==> src/rtl/irrigation_pkg.sv <==
// Shared irrigation types and default dimensions used by the zone sequencer and the irrigation top.
package irrigation_pkg;

  localparam int NUM_ZONES    = 4;
  localparam int ZONE_W       = 2;
  localparam int DUR_W        = 8;
  localparam int SETTLE_TICKS = 2;
  localparam int DEFAULT_DUR  = 10;

  typedef enum logic [2:0] {
    IDLE,
    SELECT,
    RUN,
    PAUSE,
    SETTLE,
    DONE
  } seq_state_t;

endpackage

==> src/rtl/zone_sequencer_if.sv <==
// Control/status bundle between the irrigation controller (master) and the zone sequencer (slave).
interface zone_sequencer_if #(
  parameter int NUM_ZONES = irrigation_pkg::NUM_ZONES,
  parameter int ZONE_W    = irrigation_pkg::ZONE_W,
  parameter int DUR_W     = irrigation_pkg::DUR_W
);
  logic                 tick;
  logic                 start;
  logic                 abort;
  logic                 rain;
  logic [NUM_ZONES-1:0] zone_enable;
  logic [NUM_ZONES-1:0] quota_exceeded;
  logic                 dur_wr;
  logic [ZONE_W-1:0]    dur_zone;
  logic [DUR_W-1:0]     dur_val;

  logic [ZONE_W-1:0]    zone;
  logic                 valve_req;
  logic                 busy;
  logic                 paused;
  logic                 done;
  logic [DUR_W-1:0]     remaining;

  modport master (
    output tick, start, abort, rain, zone_enable, quota_exceeded,
           dur_wr, dur_zone, dur_val,
    input  zone, valve_req, busy, paused, done, remaining
  );

  modport slave (
    input  tick, start, abort, rain, zone_enable, quota_exceeded,
           dur_wr, dur_zone, dur_val,
    output zone, valve_req, busy, paused, done, remaining
  );
endinterface

==> src/rtl/zone_dur_regs.sv <==
// Per-zone watering duration table: one write port, combinational read by zone index.
module zone_dur_regs #(
  parameter int NUM_ZONES   = irrigation_pkg::NUM_ZONES,
  parameter int ZONE_W      = irrigation_pkg::ZONE_W,
  parameter int DUR_W       = irrigation_pkg::DUR_W,
  parameter int DEFAULT_DUR = irrigation_pkg::DEFAULT_DUR
) (
  input  logic              clk,
  input  logic              rst_n,
  input  logic              wr_en,
  input  logic [ZONE_W-1:0] wr_zone,
  input  logic [DUR_W-1:0]  wr_val,
  input  logic [ZONE_W-1:0] rd_idx,
  output logic [DUR_W-1:0]  rd_val
);

  logic [DUR_W-1:0] dur_q [NUM_ZONES];

  // NOTE: this table is small and must come up with usable durations, so every
  // entry is reset; large RAM-style memories are normally left unreset.
  // NOTE: sequential state uses non-blocking assignments only.
  always_ff @(posedge clk or negedge rst_n) begin
    if (!rst_n) begin
      for (int i = 0; i < NUM_ZONES; i++) begin
        dur_q[i] <= DUR_W'(DEFAULT_DUR);
      end
    end else if (wr_en && (int'(wr_zone) < NUM_ZONES)) begin
      dur_q[wr_zone] <= wr_val;
    end
  end

  // Reads see the pre-write value in the write cycle, so a same-clk load gets the old duration.
  assign rd_val = dur_q[rd_idx];

endmodule

==> src/rtl/zone_sequencer.sv <==
// Auto-cycle scheduler: walks the zones in order, opening each eligible valve for its programmed ticks.
module zone_sequencer #(
  parameter int NUM_ZONES    = irrigation_pkg::NUM_ZONES,
  parameter int ZONE_W       = irrigation_pkg::ZONE_W,
  parameter int DUR_W        = irrigation_pkg::DUR_W,
  parameter int SETTLE_TICKS = irrigation_pkg::SETTLE_TICKS,
  parameter int DEFAULT_DUR  = irrigation_pkg::DEFAULT_DUR
) (
  input  logic           clk,
  input  logic           rst_n,
  zone_sequencer_if.slave bus
);
  import irrigation_pkg::*;

  localparam logic [ZONE_W-1:0] LAST_IDX = ZONE_W'(NUM_ZONES - 1);
  localparam logic [DUR_W-1:0]  GAP_LOAD = DUR_W'(SETTLE_TICKS);

  seq_state_t        state_q, state_d;
  logic [ZONE_W-1:0] idx_q, idx_d;
  logic [DUR_W-1:0]  rem_q, rem_d;
  logic [DUR_W-1:0]  gap_q, gap_d;
  logic [DUR_W-1:0]  dur_rd;
  logic              eligible;

  zone_dur_regs #(
    .NUM_ZONES  (NUM_ZONES),
    .ZONE_W     (ZONE_W),
    .DUR_W      (DUR_W),
    .DEFAULT_DUR(DEFAULT_DUR)
  ) u_dur_regs (
    .clk    (clk),
    .rst_n  (rst_n),
    .wr_en  (bus.dur_wr),
    .wr_zone(bus.dur_zone),
    .wr_val (bus.dur_val),
    .rd_idx (idx_q),
    .rd_val (dur_rd)
  );

  assign eligible = bus.zone_enable[idx_q] & ~bus.quota_exceeded[idx_q] & (dur_rd != '0);

  always_ff @(posedge clk or negedge rst_n) begin
    if (!rst_n) begin
      state_q <= IDLE;
      idx_q   <= '0;
      rem_q   <= '0;
      gap_q   <= '0;
    end else begin
      state_q <= state_d;
      idx_q   <= idx_d;
      rem_q   <= rem_d;
      gap_q   <= gap_d;
    end
  end

  // NOTE: every always_comb output gets a default first so no path can infer a latch.
  always_comb begin
    state_d = state_q;
    idx_d   = idx_q;
    rem_d   = rem_q;
    gap_d   = gap_q;

    unique case (state_q)
      IDLE: begin
        idx_d = '0;
        if (bus.start) state_d = SELECT;
      end
      SELECT: begin
        if (eligible) begin
          rem_d   = dur_rd;
          state_d = RUN;
        end else if (idx_q == LAST_IDX) begin
          state_d = DONE;
        end else begin
          idx_d = idx_q + ZONE_W'(1);
        end
      end
      RUN: begin
        if (bus.rain) begin
          state_d = PAUSE;
        end else if (bus.quota_exceeded[idx_q]) begin
          gap_d   = GAP_LOAD;
          state_d = SETTLE;
        end else if (bus.tick) begin
          if (rem_q <= DUR_W'(1)) begin
            rem_d   = '0;
            gap_d   = GAP_LOAD;
            state_d = SETTLE;
          end else begin
            rem_d = rem_q - DUR_W'(1);
          end
        end
      end
      PAUSE: begin
        if (!bus.rain) state_d = RUN;
      end
      SETTLE: begin
        if (gap_q == '0) begin
          if (idx_q == LAST_IDX) begin
            state_d = DONE;
          end else begin
            idx_d   = idx_q + ZONE_W'(1);
            state_d = SELECT;
          end
        end else if (bus.tick) begin
          gap_d = gap_q - DUR_W'(1);
        end
      end
      DONE: begin
        idx_d   = '0;
        state_d = IDLE;
      end
      default: state_d = IDLE;
    endcase

    // Abort outranks everything, including a coincident start.
    if (bus.abort) begin
      state_d = IDLE;
      idx_d   = '0;
      rem_d   = '0;
      gap_d   = '0;
    end
  end

  assign bus.zone      = idx_q;
  assign bus.valve_req = (state_q == RUN);
  assign bus.busy      = (state_q != IDLE);
  assign bus.paused    = (state_q == PAUSE);
  assign bus.done      = (state_q == DONE);
  assign bus.remaining = rem_q;

endmodule

==> src/flat_wrapper.sv <==
// flat-port wrapper written by rule: the top's interface ports become plain ports
module zone_sequencer_flat import irrigation_pkg::*;
#(
  parameter int NUM_ZONES    = irrigation_pkg::NUM_ZONES,
  parameter int ZONE_W       = irrigation_pkg::ZONE_W,
  parameter int DUR_W        = irrigation_pkg::DUR_W,
  parameter int SETTLE_TICKS = irrigation_pkg::SETTLE_TICKS,
  parameter int DEFAULT_DUR  = irrigation_pkg::DEFAULT_DUR
)
  (clk, rst_n, bus_tick, bus_start, bus_abort, bus_rain, bus_zone_enable, bus_quota_exceeded, bus_dur_wr, bus_dur_zone, bus_dur_val, bus_zone, bus_valve_req, bus_busy, bus_paused, bus_done, bus_remaining);
  zone_sequencer_if #(.NUM_ZONES(NUM_ZONES), .ZONE_W(ZONE_W), .DUR_W(DUR_W)) bus_i ();
  input  logic clk;
  input  logic rst_n;
  input wire logic [$bits(bus_i.tick)-1:0] bus_tick;
  input wire logic [$bits(bus_i.start)-1:0] bus_start;
  input wire logic [$bits(bus_i.abort)-1:0] bus_abort;
  input wire logic [$bits(bus_i.rain)-1:0] bus_rain;
  input wire logic [$bits(bus_i.zone_enable)-1:0] bus_zone_enable;
  input wire logic [$bits(bus_i.quota_exceeded)-1:0] bus_quota_exceeded;
  input wire logic [$bits(bus_i.dur_wr)-1:0] bus_dur_wr;
  input wire logic [$bits(bus_i.dur_zone)-1:0] bus_dur_zone;
  input wire logic [$bits(bus_i.dur_val)-1:0] bus_dur_val;
  output wire logic [$bits(bus_i.zone)-1:0] bus_zone;
  output wire logic [$bits(bus_i.valve_req)-1:0] bus_valve_req;
  output wire logic [$bits(bus_i.busy)-1:0] bus_busy;
  output wire logic [$bits(bus_i.paused)-1:0] bus_paused;
  output wire logic [$bits(bus_i.done)-1:0] bus_done;
  output wire logic [$bits(bus_i.remaining)-1:0] bus_remaining;
  assign bus_i.tick = bus_tick;
  assign bus_i.start = bus_start;
  assign bus_i.abort = bus_abort;
  assign bus_i.rain = bus_rain;
  assign bus_i.zone_enable = bus_zone_enable;
  assign bus_i.quota_exceeded = bus_quota_exceeded;
  assign bus_i.dur_wr = bus_dur_wr;
  assign bus_i.dur_zone = bus_dur_zone;
  assign bus_i.dur_val = bus_dur_val;
  assign bus_zone = bus_i.zone;
  assign bus_valve_req = bus_i.valve_req;
  assign bus_busy = bus_i.busy;
  assign bus_paused = bus_i.paused;
  assign bus_done = bus_i.done;
  assign bus_remaining = bus_i.remaining;
  zone_sequencer #(.NUM_ZONES(NUM_ZONES), .ZONE_W(ZONE_W), .DUR_W(DUR_W), .SETTLE_TICKS(SETTLE_TICKS), .DEFAULT_DUR(DEFAULT_DUR)) u_core (.clk(clk), .rst_n(rst_n), .bus(bus_i));
endmodule
==> config.mk <==
export PLATFORM = sky130hd
export DESIGN_NAME = zone_sequencer_flat
export DESIGN_NICKNAME = d
export VERILOG_FILES = /design/src/rtl/irrigation_pkg.sv /design/src/rtl/zone_sequencer_if.sv /design/src/rtl/zone_dur_regs.sv /design/src/rtl/zone_sequencer.sv /design/src/flat_wrapper.sv
export SDC_FILE = /design/constraint.sdc
export NUM_CORES = 1
export LEC_CHECK = 0
export BUFFER_PORTS_ARGS = -buffer_cell sky130_fd_sc_hd__buf_2
export CAP_MARGIN = 40
export CORE_MARGIN = 1
export CORE_UTILIZATION = 60
export CTS_BUF_LIST = sky130_fd_sc_hd__clkbuf_8
export CTS_CLUSTER_DIAMETER = 100
export DETAILED_ROUTE_END_ITERATION = 6
export HOLD_SLACK_MARGIN = 0.08
export PLACE_DENSITY_LB_ADDON = 0.15
export RECOVER_POWER = 25
export SLEW_MARGIN = 15
export SYNTH_ARGS = -nofsm -noshare
export SYNTH_HDL_FRONTEND = slang
export SYNTH_HIERARCHICAL = 1
export SYNTH_SLANG_ARGS = --single-unit
export TNS_END_PERCENT = 20
==> constraint.sdc <==
create_clock -name clk -period 4 [get_ports clk]
set_input_delay 1 -clock clk [delete_from_list [all_inputs] [get_ports clk]]
set_output_delay 1 -clock clk [all_outputs]
set_load 0.005 [all_outputs]
==> results.md <==
* Status: finished with violations
* Failing checks: capacitance limit, slew limit
* Hold wc startpoint: u_core/u_dur_regs/dur_q[14]
* Unrepaired setup endpoints after global routing: false
* Post-synthesis register bit count at 53
* Cell taking the most area after synthesis: dfrtp_1
* Row count at 25
* Depth of the CTS H-tree at 2
* R2R cell count at 6
* Reg area at 1336 um^2
* Initial antenna violation count at 0
* Slowest stage delay, CP at 820 ps
* Final HPWL DP at 4553 um
* Cells after Synth at 269
* TNS Setup at 0 ps
* CP Max Fanout at 14
* Core ar. at slightly below 5000 um^2
* CP endpoint kind: flip-flop
* CTS buffer count at 5
* Comb pwr share at 38.2%
* Post-CTS sizing at 0
* DR DRC count at 0
* Worst r2r src: u_core/bus.zone[0]
* Synth Area in XOR/XNOR at 0.2852%
* Synth cell count leaders: dfrtp_1 (45), mux2_2 (34), nor2_1 (19)
* Adder-cell share of the synthesized area at 2.037%
* Tightest Hold Check Type: flip-flop to flip-flop
* Peak supply drop at between 0.3 and 0.4 mV
* Sink Count at 53
* Pre-antenna DRT Iters at 4
* Final Hold Fails at 0
* Area used by multi-input combinational logic at 1608 um^2
* Kind of cell adding the most delay to the critical path: multiplexers
* Main combinational cell family by area after synthesis: multiplexers
* Synth cell types at 63
* First-pass GRT wire length at between 10000 and 15000 um
* Cts hold-fix bufs at 0
* Setup slack at placement at approximately 950 ps
* DR vias at 2305
* Simple-Gate Fraction of Synth Area at between 10 and 15%
* Async set-reset flop share out of synthesis at 100.0%
* Tot GR Track Use at 25.24%
* Final core utilization at 69.82%
* Worst Setup Start Kind: flip-flop
* Count leader, synth: dfrtp_1
* Avg Cell Area, Syn at 11.41 um^2
* Wire length per cell at 16.64 um
* Synth area leaders: dfrtp_1 (37%), mux2_2 (12%), dfstp_2 (6.8%)
* Slew HR at -4.048%
* Vias in the first global route at 2134
* Compound-gate portion of the synthesized area at 14.96%
* Vias per cell at approximately 6.2
* Die ar. at 5407 um^2
* R2R Setup Slk at approximately 950 ps
* Slew @ Worst Pin at roughly 1600 ps
* Skew final at 4.643 ps
* Syn_nets at 299
* # diodes at 0
* Mux contribution to synthesized area at 20.62%
* PwrDens at 548.6 nW/um^2
* WHS Path Cells at 1
* 1st-iter DRT viols at roughly 150
* NetSw at 702.5 uW
* Post-DRT Antenna Nets at 0
* Clk buf depth at 2
* Post-route setup slack at 948.2 ps
* Int Pwr at 1143 uW
* Post-route clock period utilization at 76.30%
* Reg2reg end: u_core/bus.zone[0]
* Die Width at 73.54 um
* TritonCTS clock tree: yes
* Fin Hold WS at 511.7 ps
* Max_cap viols at 1
* Initial Util at 63.74%
* Critical path class: flip-flop to flip-flop
* Leakage at 0.001451 uW
* I/O pin total at 39
* Switching share of power at 38.07%
* Mapped cell area at 3070 um^2
* Chip Height at approximately 74 um
* Sequential fraction of the synthesis area at a little over two fifths
* CTS clk-pin slew, worst paths at 100 ps
* Yosys warns at 6
* Final setup viols at 0
* Fmax at roughly 330 MHz
* Grt ovf at 0
* Pin count of the biggest net entering global routing at 39
* Post-CTS setup buffer count at 0
* Layout area overhead at 9.536%
* Worst-Skew Late Latency at about 300 ps
* EDFF count, synth at 0
* Max Transition Viols Final at 31
* Worst EP required at 4190 ps
* Primary FF master, synth: dfrtp_1
* GPL Wtd Cong at 0.8209
* Fill count at 371
* Crit path DAT at approximately 3300 ps
* Worst Hold End: u_core/u_dur_regs/dur_q[14]
* Sequential Power Share at between 40 and 50%
* Cells along the critical path: mux4_2 > or4_1 > nor2_4 > nor2_1 > a221oi_2 > mux2_2
* Share of cells above drive strength 1 at 37.25%
* Total Wirelength at roughly 6200 um
* CP bufs+invs at 0
* Minimum clock period at 3052 ps
* Root Driver: clkbuf_8
* Top-area cell type share of the netlist area at 36.67%
* IO buf count at 38
* Final #Nets at 335
* Master of the slowest instance on the critical path: dfrtp_1
* Clock network power share at about 17%
[state kept, by name (all words and copies together) (netlist names)]
name and cells:
u_core/bus.remaining 8, u_core/u_dur_regs/dur_q 32, u_core/state_q 3, u_core/bus.zone 2
u_core/gap_q 8
[stage by stage]
step           area (um^2)  power [uW]  cells
6_report              3363        1845    373
5_1_grt               3363        1978    373
4_1_cts               3361        1848    372
3_5_place_dp          3267        1538    364
3_3_place_gp          3267        1521    364
2_1_floorplan         3070        1339    269
[power by group through the flow]
stage	clock network, uW	logic (uW)	registers (uW)
floorplan	0	569	770
global placement	0	686	835
detailed placement	0	697	841
CTS	319	700	829
global route	344	779	856
finish	311	704	830
[worst register-to-register path, delay by kind of cell (launching register included)]
family / cells / cell delay [ps]
multiplexers: 2 / 980
AO/OA/AOI/OAI: 1 / 320
flip-flops: 1 / 820
AND/OR/NAND/NOR: 3 / 840
[cell families (layout without fill, tap and decap cells)]
group | count (synthesis) | count (layout)
buffers and inverters | 22 | 59
adder cells (fa/ha/maj) | 5 | 5
flip-flops | 53 | 53
AND/OR/NAND/NOR | 72 | 72
AO/OA/AOI/OAI | 70 | 70
multiplexers | 46 | 46
XOR/XNOR | 1 | 1
[metal layers]
layer | up-vias | global-route usage [%] | share of wire (%)
met1 | 1145 | 37.80 | 48
met2 | 66 | 39.25 | 47
met3 | 5 | 4.252 | 4.2
met5 | - | 0 | 0
li1 | 1089 | - | -
met4 | 0 | 4.487 | 0.68
[placed cells by master (no fill, tap or decap), types with 2 or more instances in the layout]
cell / synthesis / layout
nand3b_2: 2 / 2
nor3b_1: 2 / 2
inv_6: 0 / 2
a31oi_1: 4 / 4
o21ai_1: 9 / 9
o31ai_1: 8 / 8
o31a_1: 2 / 2
nand2b_1: 2 / 2
ha_1: 5 / 5
mux2_2: 34 / 34
nand2_1: 8 / 8
o211ai_1: 2 / 2
o21ai_0: 17 / 17
clkbuf_8: 3 / 5
nor3_1: 9 / 9
or2_2: 2 / 2
buf_2: 5 / 37
nor2b_1: 3 / 3
inv_1: 10 / 10
dfrtp_1: 45 / 45
mux4_2: 9 / 9
or4_1: 3 / 3
dfstp_2: 8 / 8
and3_1: 3 / 3
nand3_1: 3 / 3
a211oi_1: 2 / 2
nor2_1: 19 / 19
a21oi_1: 14 / 14
clkbuf_1: 1 / 2
[cell type report]
cell class                      count  share of cell area [%]
Multi-Input combinational cell    194                   47.80
Sequential cell                    53                   39.73
Timing Repair Buffer               40                   5.952
Tap cell                           67                   2.493
Clock buffer                        5                   2.046
Inverter                           11                   1.228
Clock inverter                      3                  0.7440
[worst max path at each step]
stage                                   from            endpoint  slack (ps)  depth (start not counted)
after global placement    u_core/bus.zone[0]  u_core/bus.zone[0]        1020                          6
after detailed placement  u_core/bus.zone[0]  u_core/bus.zone[0]         950                          6
after global routing      u_core/bus.zone[0]  u_core/bus.zone[0]         760                          6
after CTS                 u_core/bus.zone[0]  u_core/bus.zone[0]         930                          6
final                     u_core/bus.zone[0]  u_core/bus.zone[0]         950                          6
after floorplan           u_core/bus.zone[0]  u_core/bus.zone[0]        1180                          7
Power figures use the tool's default switching activity.
